==> config.mk <==
export PLATFORM = sky130hd
export DESIGN_NAME = cta_warp_launcher
export DESIGN_NICKNAME = d
export VERILOG_FILES = /design/src/rtl/cta_warp_launcher_pkg.sv /design/src/rtl/cta_warp_launcher.sv
export SDC_FILE = /design/constraint.sdc
export NUM_CORES = 1
export LEC_CHECK = 0
export BUFFER_PORTS_ARGS = -buffer_cell sky130_fd_sc_hd__clkbuf_2
export CAP_MARGIN = 20
export CORE_AREA = 2 2 171 173
export DETAILED_ROUTE_END_ITERATION = 12
export DIE_AREA = 0 0 173 175
export GPL_TIMING_DRIVEN = 0
export PLACE_DENSITY = 0.73
export SLEW_MARGIN = 20
export SYNTH_ARGS = -nofsm -noshare
export SYNTH_HDL_FRONTEND = slang
export SYNTH_SLANG_ARGS = --single-unit
==> constraint.sdc <==
create_clock -name clk -period 6 [get_ports clk]
set_input_delay 1.2 -clock clk [delete_from_list [all_inputs] [get_ports clk]]
set_output_delay 1.2 -clock clk [all_outputs]
set_load 0.02 [all_outputs]
==> src/rtl/cta_warp_launcher_pkg.sv <==
// Shared types for the per-core CTA launcher: FSM state encoding, the
// "grid exhausted" sentinel and the latched task record.
package cta_warp_launcher_pkg;

  typedef enum logic [1:0] {
    IDLE,
    SPAWN,
    RUN,
    DONE
  } cta_launch_state_e;

  localparam logic [31:0] CTA_INVALID_X = 32'hFFFF_FFFF;

  typedef struct packed {
    logic [31:0] start_pc;
    logic [31:0] param;
    logic [31:0] cta_x;
    logic [31:0] cta_y;
    logic [31:0] cta_z;
    logic [31:0] cta_id;
    logic [31:0] num_warps;
  } cta_task_t;

endpackage

==> src/rtl/cta_warp_launcher.sv <==
// Consumes one KMU CTA task at a time, spawns its warps into the scheduler,
// and waits for every warp to retire before asking for the next task.
module cta_warp_launcher
  import cta_warp_launcher_pkg::*;
#(
  parameter int NUM_WARPS   = 4,
  parameter int NUM_THREADS = 4,
  parameter int NW_BITS     = (NUM_WARPS > 1) ? $clog2(NUM_WARPS) : 1
) (
  input  logic                   clk,
  input  logic                   reset,
  input  logic                   start,
  output logic                   core_ready,
  input  logic [31:0]            task_start_pc,
  input  logic [31:0]            task_param,
  input  logic [31:0]            task_cta_x,
  input  logic [31:0]            task_cta_y,
  input  logic [31:0]            task_cta_z,
  input  logic [31:0]            task_cta_id,
  input  logic [31:0]            task_num_warps,
  input  logic [NUM_THREADS-1:0] task_last_tmask,
  output logic                   spawn_valid,
  input  logic                   spawn_ready,
  output logic [NW_BITS-1:0]     spawn_wid,
  output logic [31:0]            spawn_pc,
  output logic [NUM_THREADS-1:0] spawn_tmask,
  input  logic                   warp_done_valid,
  input  logic [NW_BITS-1:0]     warp_done_wid,
  output logic [31:0]            cta_x,
  output logic [31:0]            cta_y,
  output logic [31:0]            cta_z,
  output logic [31:0]            cta_id,
  output logic [31:0]            cta_param,
  output logic                   cta_done,
  output logic                   err_task
);

  localparam logic [NW_BITS-1:0] WID_ONE = NW_BITS'(1);

  cta_launch_state_e      r_state;
  logic                   r_enabled;
  logic [NUM_WARPS-1:0]   r_active_mask;
  logic [NW_BITS-1:0]     r_wid_cnt;
  cta_task_t              r_task;
  logic [NUM_THREADS-1:0] r_last_tmask;
  logic                   r_err_task;

  logic                   w_spawning;
  logic                   w_last;
  logic                   w_task_ok;
  logic [NUM_WARPS-1:0]   w_set;
  logic [NUM_WARPS-1:0]   w_clr;

  assign w_spawning = (r_state == SPAWN);
  assign w_last     = ({{(32-NW_BITS){1'b0}}, r_wid_cnt} == (r_task.num_warps - 32'd1));
  assign w_task_ok  = (task_num_warps != 32'd0) && (task_num_warps <= 32'(NUM_WARPS));

  assign core_ready  = r_enabled && (r_state == IDLE);
  assign spawn_valid = w_spawning;
  assign spawn_wid   = w_spawning ? r_wid_cnt : '0;
  assign spawn_pc    = w_spawning ? r_task.start_pc : '0;
  assign spawn_tmask = w_spawning ? (w_last ? r_last_tmask : '1) : '0;
  assign cta_done    = (r_state == DONE);
  assign err_task    = r_err_task;

  assign cta_x     = r_task.cta_x;
  assign cta_y     = r_task.cta_y;
  assign cta_z     = r_task.cta_z;
  assign cta_id    = r_task.cta_id;
  assign cta_param = r_task.param;

  // A spawn and a done on the same wid in one cycle resolve to "set".
  always_comb begin
    w_set = '0;
    w_clr = '0;
    if (spawn_valid && spawn_ready) w_set[r_wid_cnt] = 1'b1;
    if (warp_done_valid)            w_clr[warp_done_wid] = 1'b1;
  end

  always_ff @(posedge clk) begin
    if (reset) begin
      r_state       <= IDLE;
      r_enabled     <= 1'b0;
      r_active_mask <= '0;
      r_wid_cnt     <= '0;
      r_task        <= '0;
      r_last_tmask  <= '0;
      r_err_task    <= 1'b0;
    end else begin
      assert (!(warp_done_valid && !r_active_mask[warp_done_wid]));
      assert ((w_set & w_clr) == '0);
      r_err_task    <= 1'b0;
      r_active_mask <= (r_active_mask & ~w_clr) | w_set;
      if (start) r_enabled <= 1'b1;
      case (r_state)
        IDLE: begin
          if (core_ready && (task_cta_x != CTA_INVALID_X)) begin
            if (!w_task_ok) begin
              r_err_task <= 1'b1;
            end else begin
              r_task.start_pc  <= task_start_pc;
              r_task.param     <= task_param;
              r_task.cta_x     <= task_cta_x;
              r_task.cta_y     <= task_cta_y;
              r_task.cta_z     <= task_cta_z;
              r_task.cta_id    <= task_cta_id;
              r_task.num_warps <= task_num_warps;
              r_last_tmask     <= task_last_tmask;
              r_wid_cnt        <= '0;
              r_state          <= SPAWN;
            end
          end
        end
        SPAWN: begin
          if (spawn_ready) begin
            r_wid_cnt <= r_wid_cnt + WID_ONE;
            if (w_last) r_state <= RUN;
          end
        end
        RUN:     if (r_active_mask == '0) r_state <= DONE;
        DONE:    r_state <= IDLE;
        default: r_state <= IDLE;
      endcase
    end
  end

endmodule

==> qor.txt, run 1 <==
OUTCOME
--------------------------------------------------------------------------------
Result of the run                                                      completed

STA
--------------------------------------------------------------------------------
Final hold viol count                                                          0
Share of the clock period used by the worst path after layout             70.87%
Worst Hold Margin                                                      0.4472 ns
Transition time at the pin with the least slew margin                  0.7681 ns
Minimum clock period                                                    4.252 ns
Post-route setup TNS                                                        0 ns
# setup viols final                                                            0
Slew Limit Fails                                                               0
Setup repair after global routing missed its margin                           no
Layout Skew                                                          0.009011 ns
Final critical-path setup slack                                         1.748 ns
Remaining max-slew budget at the tightest pin                             48.79%
Max frequency                                                          235.2 MHz

DETAILED ROUTING
--------------------------------------------------------------------------------
Detailed-route wire length per cell                                     14.40 um
Remaining design rule violation count                                          0
Wire length reported by the detailed router                            30,740 um
Antenna Violating Nets Remaining                                               0
Per-cell via count in the routed design                                    4.566
Overall via count from detail_route                                        9,748
Detailed-router iteration count before antenna repair                          4
Drt first-iter violations                                                    354

CELLS AND AREA
--------------------------------------------------------------------------------
Total non-filler cell area in the finished layout                   13,600 sq um
# fillers                                                                  2,833
Antenna Cells                                                                  0
Post-synthesis to final-layout area growth                                35.74%
Layout net count                                                           1,976
Area of the multi-input gates                                         3726 sq um
Combined flip-flop and latch cell area                                4765 sq um
Layout cells sized above 1                                                37.64%

POWER
--------------------------------------------------------------------------------
Power density over the cells                                        261.1 nW/um^2
Leak Pwr                                                                6.155 nW
Worst VDD drop                                                          179.0 uV

DIE
--------------------------------------------------------------------------------
Core Box Area                                                       28,390 sq um
Die extent in y                                                           175 um
Floorplan die area                                                  30,280 sq um
Initial Util                                                              35.28%
Chip width                                                                173 um
Number of top-level design ports                                             437
Number of cell rows                                                           62

SETUP PATH
--------------------------------------------------------------------------------
Kind of end point of the critical path                                output pin
Launching instance or port of the critical path                        r_task[0]
Buffers & Inverters on Critical Path                                           2
Family with the most delay on the worst path                        simple AND/OR/NAND/NOR gates
Reg2Reg Launch Point                                                  r_state[0]
Crit path arrival time                                                   3.05 ns
Critical path data required time                                         4.80 ns
FF-to-FF path depth                                                           10
Crit Path Max Fanout                                                           5
Cells along the critical path                                       inv_1 -> ha_1 -> nor4b_1 -> nor4_1 -> o31ai_1 -> and4bb_1 -> nand4_1 -> nor2_1 -> nor2_1 -> clkbuf_2
Worst setup SP type                                                         flop
End of the worst register-to-register path                             cta_id[0]
Longest individual stage delay on the worst path                         0.54 ns
Endpoint of the most critical setup path                            spawn_tmask[0]
Crit. path cell count                                                         10
Slowest cell on the critical path                                   sky130_fd_sc_hd__nor4b_1
R2R Setup Slk                                                            3.22 ns
Worst setup path category                                           flop to output pin
Most numerous cell on the critical path                             sky130_fd_sc_hd__nor2_1

LOGIC SYNTHESIS
--------------------------------------------------------------------------------
Sequential share of the synthesized area                                  47.56%
Summed instance area of the synthesized netlist                     10,020 sq um
Cells taking the most area after synthesis                          sky130_fd_sc_hd__dfxtp_1 48%, sky130_fd_sc_hd__nand2_1 15%, sky130_fd_sc_hd__buf_4 12%
Share of the synthesized area in the top cell type                        47.56%
Syn avg cell area                                                    7.906 sq um
Fraction of registers with async set/reset                                    0%
Synth Flop Type                                                     sky130_fd_sc_hd__dfxtp_1
Yosys Warn Count                                                               0
Unique masters post-synth                                                     42
Total nets after synthesis                                                 1,511
Post-synth top area cell                                            sky130_fd_sc_hd__dfxtp_1
Number of flops mapped to enable cells by yosys                                0
Post-synthesis instance total                                              1,267
Register bit total from synthesis                                            238

CLOCKING
--------------------------------------------------------------------------------
Clock Sink Count                                                             238
Clock tree root buffer cell                                         sky130_fd_sc_hd__clkbuf_16
CTS buffer count                                                              27
Setup bufs post-CTS                                                            0
Clock H-tree levels                                                            1
Clock network latency to the later pin of the worst-skew pair            0.53 ns
Post_cts resized                                                               0
CTS tree                                                                   built
Total of hold buffers inserted after clock tree synthesis                      0
Buffer levels on the longest clock path                                        3
Clock-pin slew on the worst setup and hold paths                         0.06 ns

GLOBAL ROUTE
--------------------------------------------------------------------------------
Tot GR Track Use                                                          19.23%
Number of antenna violations at the first check in global routing              1
Wire length of the first global-routing pass                           47,580 um
Vias in the first global route                                             9,361
GRT overflow                                                                   0
Largest net degree at the start of global routing                             13

PLACED DESIGN
--------------------------------------------------------------------------------
Worst slack, placed                                                     2.215 ns
HPWL Detailed                                                          24,110 um
Cell area reported after detailed placement                         12,680 sq um
Global placer's final weighted congestion                                 0.8387
Number of buffers inserted by port buffering                                 436

HOLD PATH
--------------------------------------------------------------------------------
Worst hold path class                                               flop to flop

JOB
--------------------------------------------------------------------------------
Count of max-cap constraint violations                                         0

layer usage:
layer / wire [um] / track usage (%) / vias up
met1: 12800 / 23.24 / 4450
met3: 2050 / 4.395 / 78
met2: 14870 / 33.27 / 340
met4: 1000 / 7.345 / 2
met5: 13 / 0 / -
li1: - / - / 4878
layout by cell type (no fill, tap or decap), types with 8 or more instances in the layout:
master / synthesis / final
sky130_fd_sc_hd__nand2_1: 402 / 402
sky130_fd_sc_hd__inv_1: 8 / 8
sky130_fd_sc_hd__clkbuf_8: 0 / 10
sky130_fd_sc_hd__clkbuf_16: 0 / 27
sky130_fd_sc_hd__nor2_1: 24 / 24
sky130_fd_sc_hd__buf_4: 160 / 160
sky130_fd_sc_hd__nor3_1: 10 / 10
sky130_fd_sc_hd__clkbuf_1: 60 / 64
sky130_fd_sc_hd__ha_1: 9 / 9
sky130_fd_sc_hd__nand4_1: 12 / 12
sky130_fd_sc_hd__dfxtp_1: 238 / 238
sky130_fd_sc_hd__and2_1: 64 / 64
sky130_fd_sc_hd__clkbuf_2: 0 / 436
sky130_fd_sc_hd__buf_2: 14 / 14
sky130_fd_sc_hd__nor4_1: 13 / 13
sky130_fd_sc_hd__a21oi_1: 204 / 204
state kept, by name, summed over array words and instances (netlist names), 4 cells and up:
name / count
cta_z: 32
cta_x: 32
cta_id: 32
cta_y: 32
r_last_tmask: 4
cta_param: 32
r_active_mask: 4
r_task: 64
stage by stage:
| stage | instances | power (mW) | util (%) |
|---|---|---|---|
| after global routing | 2135 | 3.676 | 47.89 |
| after floorplan | 1267 | 1.754 | - |
| after global placement | 2087 | 1.921 | 44.66 |
| final | 2135 | 3.550 | 47.89 |
| after detailed placement | 2087 | 1.922 | 44.66 |
| after CTS | 2135 | 3.590 | 47.89 |
power breakdown:
part / leakage (nW) / switching (mW) / internal (mW)
logic: 3.78 / 0.188 / 0.106
clock network: 0.457 / 0.636 / 1.03
registers: 1.92 / 0.00405 / 1.59
total: 6.15 / 0.828 / 2.72
how the worst min path moves through the flow:
| stage | to | start | slack [ns] | cells after the start |
|---|---|---|---|---|
| 6_report | r_task[192] | r_task[192] | 0.45 | 2 |
| 5_1_grt | cta_id[24] | cta_id[24] | 0.46 | 2 |
| 4_1_cts | r_task[205] | r_task[205] | 0.45 | 2 |
| 3_5_place_dp | r_task[29] | r_task[29] | 0.44 | 1 |
| 3_3_place_gp | r_task[208] | r_task[208] | 0.43 | 2 |
| 2_1_floorplan | r_task[17] | r_task[17] | 0.42 | 1 |
Yosys cell counts (3+ instances only):
master,count
sky130_fd_sc_hd__ha_1,9
sky130_fd_sc_hd__nand2_1,402
sky130_fd_sc_hd__o21ai_0,5
sky130_fd_sc_hd__nand3_1,6
sky130_fd_sc_hd__nor4_1,13
sky130_fd_sc_hd__and2_1,64
sky130_fd_sc_hd__nor3_1,10
sky130_fd_sc_hd__nand4_1,12
sky130_fd_sc_hd__a21oi_1,204
sky130_fd_sc_hd__or4_1,3
sky130_fd_sc_hd__dfxtp_1,238
sky130_fd_sc_hd__nor2_1,24
sky130_fd_sc_hd__buf_4,160
sky130_fd_sc_hd__xnor2_1,3
sky130_fd_sc_hd__clkbuf_1,60
sky130_fd_sc_hd__inv_1,8
sky130_fd_sc_hd__buf_2,14
kinds of logic (layout without fill, tap and decap cells):
| kind of cell | count (synthesis) | count (layout) | share of synthesized area, % |
|---|---|---|---|
| compound gates | 225 | 225 | 11.89 |
| xor+xnor | 5 | 5 | 0.4373 |
| fa+ha+maj | 9 | 9 | 1.124 |
| buf+inv | 242 | 726 | 15.24 |
| flops | 238 | 238 | 47.56 |
| simple gates | 548 | 548 | 23.74 |
area by class of cell:
type	count	area share, %
Clock buffer	41	6.092
Multi-Input combinational cell	787	27.40
Inverter	8	0.2209
Timing Repair Buffer	436	16.05
Clock inverter	7	0.6534
Sequential cell	238	35.04
Tap cell	384	3.534
Buffer	234	11.01
worst reg2reg max path: stages, from the launching register on:
cell                       delay, ns
sky130_fd_sc_hd__dfxtp_1        0.33
sky130_fd_sc_hd__inv_1          0.10
sky130_fd_sc_hd__ha_1           0.27
sky130_fd_sc_hd__and2_1         0.19
sky130_fd_sc_hd__a21boi_0       0.42
sky130_fd_sc_hd__and2_1         0.21
sky130_fd_sc_hd__buf_2          0.30
sky130_fd_sc_hd__buf_2          0.33
sky130_fd_sc_hd__buf_2          0.29
sky130_fd_sc_hd__nand2_1        0.11
sky130_fd_sc_hd__a21oi_1        0.15
Power figures use the tool's default switching activity.
==> inputs of run 2 (changes only) <==
--- a/config.mk
+++ b/config.mk
@@ -5,13 +5,14 @@
 export SDC_FILE = /design/constraint.sdc
 export NUM_CORES = 1
 export LEC_CHECK = 0
+export ABC_AREA = 1
 export BUFFER_PORTS_ARGS = -buffer_cell sky130_fd_sc_hd__clkbuf_2
 export CAP_MARGIN = 20
-export CORE_AREA = 2 2 171 173
+export CORE_MARGIN = 2
+export CORE_UTILIZATION = 40
 export DETAILED_ROUTE_END_ITERATION = 12
-export DIE_AREA = 0 0 173 175
 export GPL_TIMING_DRIVEN = 0
-export PLACE_DENSITY = 0.73
+export PLACE_DENSITY = 0.79
 export SLEW_MARGIN = 20
 export SYNTH_ARGS = -nofsm -noshare
 export SYNTH_HDL_FRONTEND = slang
==> constraint.sdc (replaced) <==
create_clock -name clk -period 4.3 [get_ports clk]
set_input_delay 0.86 -clock clk [delete_from_list [all_inputs] [get_ports clk]]
set_output_delay 0.86 -clock clk [all_outputs]
set_load 0.02 [all_outputs]
==> run 2 against run 1 <==
Compared with the run above: die area down 4.7%; global-route usage rose by 2.9 points; combinational power shrank 28%; core utilization up 6.2 points; via count rose by 14%; synthesized cell count grew 22%; sequential power up 39%; power increased by 36%; routed wire length grew 7.8%; clock power is 46% higher; clock-buffer cell count rose by 1; largest power group unchanged.
==> qor.txt, run 2 <==
DETAILED ROUTING
-------------------------------------------------------------------------------------
Overall via count from detail_route                                            11.13k   was 9,748
Detailed-route wire length per cell                                          13.95 um   was 14.40 um
Detailed-router iteration count before antenna repair                               5   was 4
Per-cell via count in the routed design                                         4.680   was 4.566
Remaining design rule violation count                                               0   unchanged
Antenna Violating Nets Remaining                                                    0   unchanged
Wire length reported by the detailed router                                 33,150 um   was 30,740 um
Drt first-iter violations                                                         482   was 354

POWER
-------------------------------------------------------------------------------------
Power density over the cells                                             332.2 nW/um^2   was 261.1 nW/um^2
Overall power                                                                4.843 mW   was 3.550 mW
Leak Pwr                                                                     7.625 nW   was 6.155 nW
Worst VDD drop                                                               340.2 uV   was 179.0 uV

CELLS AND AREA
-------------------------------------------------------------------------------------
Combined flip-flop and latch cell area                                     4765 sq um   unchanged
Most frequent standard cell in the layout excluding fill and tap cells   sky130_fd_sc_hd__nor2_1   was sky130_fd_sc_hd__clkbuf_2
Layout net count                                                                2,261   was 1,976
Fraction of the core area covered by cells at the end of the flow              54.09%   was 47.89%
Total non-filler cell area in the finished layout                        14,580 sq um   was 13,600 sq um
Layout cells sized above 1                                                     35.02%   was 37.64%
Antenna Cells                                                                       0   unchanged
Most flop-heavy register                                                       r_task   unchanged
Area of the multi-input gates                                              4279 sq um   was 3726 sq um
Most frequent cells in the layout                                        466 x sky130_fd_sc_hd__nor2_1, 436 x sky130_fd_sc_hd__clkbuf_2, 238 x sky130_fd_sc_hd__dfxtp_1   was 436 x sky130_fd_sc_hd__clkbuf_2, 402 x sky130_fd_sc_hd__nand2_1, 238 x sky130_fd_sc_hd__dfxtp_1
Post-synthesis to final-layout area growth                                     32.47%   was 35.74%
Count of non-filler cells in the finished layout                                2,377   was 2,135
# fillers                                                                       2,597   was 2,833
Flip-flop count of the largest register after layout                               64   unchanged

LOGIC SYNTHESIS
-------------------------------------------------------------------------------------
Number of flops mapped to enable cells by yosys                                     0   unchanged
Synth Flop Type                                                          sky130_fd_sc_hd__dfxtp_1   unchanged
Total nets after synthesis                                                      1,795   was 1,511
Unique masters post-synth                                                          30   was 42
Cells taking the most area after synthesis                               sky130_fd_sc_hd__dfxtp_1 43%, sky130_fd_sc_hd__nor2_1 16%, sky130_fd_sc_hd__buf_4 11%   was sky130_fd_sc_hd__dfxtp_1 48%, sky130_fd_sc_hd__nand2_1 15%, sky130_fd_sc_hd__buf_4 12%
Count leader, synth                                                      sky130_fd_sc_hd__nor2_1   was sky130_fd_sc_hd__nand2_1
Share of the synthesized area in the top cell type                             43.29%   was 47.56%
Synth cell count leaders                                                 466 x sky130_fd_sc_hd__nor2_1, 238 x sky130_fd_sc_hd__dfxtp_1, 166 x sky130_fd_sc_hd__o21ai_0   was 402 x sky130_fd_sc_hd__nand2_1, 238 x sky130_fd_sc_hd__dfxtp_1, 204 x sky130_fd_sc_hd__a21oi_1
Dominant combinational cell family by area after synthesis               simple AND/OR/NAND/NOR gates   unchanged
Sequential share of the synthesized area                                       43.29%   was 47.56%
Post-synthesis instance total                                                   1,551   was 1,267
Compound-gate portion of the synthesized area                                  10.47%   was 11.89%
Syn avg cell area                                                         7.096 sq um   was 7.906 sq um
Yosys Warn Count                                                                    0   unchanged
Summed instance area of the synthesized netlist                          11,010 sq um   was 10,020 sq um
Xor-xnor portion of the synthesized cell area                                 0.2387%   was 0.4372%
Adder-cell area share of the yosys netlist                                     1.023%   was 1.124%
Post-synth top area cell                                                 sky130_fd_sc_hd__dfxtp_1   unchanged
Fraction of registers with async set/reset                                         0%   unchanged
Simple-gate portion of the synthesized area                                    27.15%   was 23.74%
Register bit total from synthesis                                                 238   unchanged
Share of cell area taken by muxes after synthesis                                  0%   unchanged

SETUP PATH
-------------------------------------------------------------------------------------
Slowest cell on the critical path                                        sky130_fd_sc_hd__dfxtp_1   was sky130_fd_sc_hd__nor4b_1
Most numerous cell on the critical path                                  sky130_fd_sc_hd__nand2_1   was sky130_fd_sc_hd__nor2_1
Longest individual stage delay on the worst path                              0.33 ns   was 0.54 ns
FF-to-FF path depth                                                                15   was 10
End of the worst register-to-register path                                 r_state[1]   was cta_id[0]
Launching instance or port of the critical path                             r_task[0]   unchanged
Worst setup path category                                                flop to output pin   unchanged
Cells along the critical path                                            inv_1 -> ha_1 -> nand2_1 -> nor2_1 -> nand3_1 -> o21ai_1 -> nand2_1 -> nor2_1 -> nand2_1 -> nor2_2 -> nand3_2 -> nand2_4 -> nand2_1 -> clkbuf_2   was inv_1 -> ha_1 -> nor4b_1 -> nor4_1 -> o31ai_1 -> and4bb_1 -> nand4_1 -> nor2_1 -> nor2_1 -> clkbuf_2
Endpoint of the most critical setup path                                 spawn_tmask[2]   was spawn_tmask[0]
Crit path arrival time                                                        2.83 ns   was 3.05 ns
Crit Path Max Fanout                                                                8   was 5
Critical path data required time                                              3.44 ns   was 4.80 ns
Kind of end point of the critical path                                     output pin   unchanged
Worst setup SP type                                                              flop   unchanged
Reg2Reg Launch Point                                                        r_task[0]   was r_state[0]
R2R Setup Slk                                                                 2.00 ns   was 3.22 ns

GLOBAL ROUTE
-------------------------------------------------------------------------------------
Wire length of the first global-routing pass                                51,780 um   was 47,580 um
GRT overflow                                                                        0   unchanged
Largest net degree at the start of global routing                                  14   was 13
Vias in the first global route                                                 10.75k   was 9,361
Number of antenna violations at the first check in global routing                   0   was 1
Tot GR Track Use                                                               22.10%   was 19.23%

STA
-------------------------------------------------------------------------------------
# setup viols final                                                                 0   unchanged
Max frequency                                                               270.7 MHz
Layout Skew                                                               0.007967 ns   was 0.009011 ns
Final hold viol count                                                               0   unchanged
Transition time at the pin with the least slew margin                       0.6852 ns   was 0.7681 ns
Share of the clock period used by the worst path after layout                  85.92%
Minimum clock period                                                         3.695 ns
Remaining max-slew budget at the tightest pin                                  54.32%   was 48.79%
Slew Limit Fails                                                                    0   unchanged
Post-route setup TNS                                                             0 ns   unchanged
Setup repair after global routing missed its margin                                no   unchanged

HOLD PATH
-------------------------------------------------------------------------------------
Worst hold path class                                                    flop to flop   unchanged

CLOCKING
-------------------------------------------------------------------------------------
Clock H-tree levels                                                                 1   unchanged
Clock Sink Count                                                                  238   unchanged
CTS tree                                                                        built   unchanged
Buffer levels on the longest clock path                                             3   unchanged
Clock tree root buffer cell                                              sky130_fd_sc_hd__clkbuf_16   unchanged
Post_cts resized                                                                    0   unchanged
Total of hold buffers inserted after clock tree synthesis                           0   unchanged
Clock network latency to the later pin of the worst-skew pair                 0.53 ns   about the same
Clock-pin slew on the worst setup and hold paths                              0.06 ns   about the same
CTS buffer count                                                                   28   was 27
Setup bufs post-CTS                                                                 0   unchanged

DIE
-------------------------------------------------------------------------------------
Chip width                                                                   169.9 um   was 173 um
Number of cell rows                                                                60   was 62
Core Box Area                                                            26,950 sq um   was 28,390 sq um
Floorplan die area                                                       28,860 sq um   was 30,280 sq um
Number of top-level design ports                                                  437   unchanged
Initial Util                                                                   40.84%   was 35.28%
Die extent in y                                                              169.9 um   was 175 um

PLACED DESIGN
-------------------------------------------------------------------------------------
Cell area reported after detailed placement                              13,610 sq um   was 12,680 sq um
HPWL Detailed                                                               26,280 um   was 24,110 um
Number of buffers inserted by port buffering                                      436   unchanged
Global placer's final weighted congestion                                      0.9062   was 0.8387
Post-Place Cells                                                                2,328   was 2,087

JOB
-------------------------------------------------------------------------------------
Count of max-cap constraint violations                                              0   unchanged

OUTCOME
-------------------------------------------------------------------------------------
Result of the run                                                           completed   unchanged

run 2: cell types whose count changed after synthesis, sizes merged, moves of 4 or more:
cell    before  now
nor2        24  483
nand2      402  157
o21ai        5  214
a21oi      204   12
inv          8  110
and2        64    0
nand3        6   58
buf        174  200
clkbuf      60   36
nor3        11    2
nor4        13    6
nand4       12   16
or4          4    0
run 2: final cells by class:
class | instances | share of cell area (%)
sequential | 238 | 32.68
multi-input combinational | 967 | 29.35
timing repair buffer | 436 | 14.97
buffer | 236 | 10.62
clock buffer | 42 | 5.999
tap | 341 | 2.927
inverter | 110 | 2.832
clock inverter | 7 | 0.6179
run 2: routing by layer:
| metal | global-route usage (%) | vias up | share of wire (%) |
|---|---|---|---|
| met4 | 7.581 | 0 | 3.4 |
| met5 | 0 | - | 0 |
| met1 | 24.37 | 5038 | 39 |
| met2 | 40.73 | 370 | 50 |
| li1 | - | 5640 | - |
| met3 | 6.093 | 77 | 7.8 |
run 2: worst min path at each step:
stage / start / to / slack (ns) / cells after the start
floorplan: r_enabled / r_enabled / 0.44 / 2
global placement: r_enabled / r_enabled / 0.45 / 2
detailed placement: r_enabled / r_enabled / 0.47 / 2
CTS: r_task[30] / r_task[30] / 0.48 / 2
global route: cta_y[28] / cta_y[28] / 0.50 / 2
finish: r_enabled / r_enabled / 0.48 / 2
run 2: worst max-delay path: cells and delay by family (launching register included):
family / cells / cell delay, ns
buffers and inverters: 2 / 0.31
adder cells (fa/ha/maj): 1 / 0.29
AND/OR/NAND/NOR: 10 / 1.22
flip-flops: 1 / 0.33
AO/OA/AOI/OAI: 1 / 0.16
run 2: through the flow:
step                      hold WS, ns  worst slack, ns
after floorplan                0.4378            1.750
after global placement         0.4522            1.167
after detailed placement       0.4687            1.160
after CTS                      0.4819           0.5814
after global routing           0.5017           0.4418
final                          0.4760           0.6054
run 2: kinds of logic (layout without fill, tap and decap cells):
kind of cell,after synthesis,after routing
flops,238,238
buf+inv,346,831
simple gates,727,727
xor+xnor,3,3
fa+ha+maj,9,9
compound gates,228,228
run 2: power by group:
part / total (mW) / internal [mW] / switching, mW
Combinational: 0.210 / 0.104 / 0.107
Sequential: 2.21 / 2.21 / 0.000417
Clock: 2.43 / 1.51 / 0.915
Total: 4.84 / 3.82 / 1.02
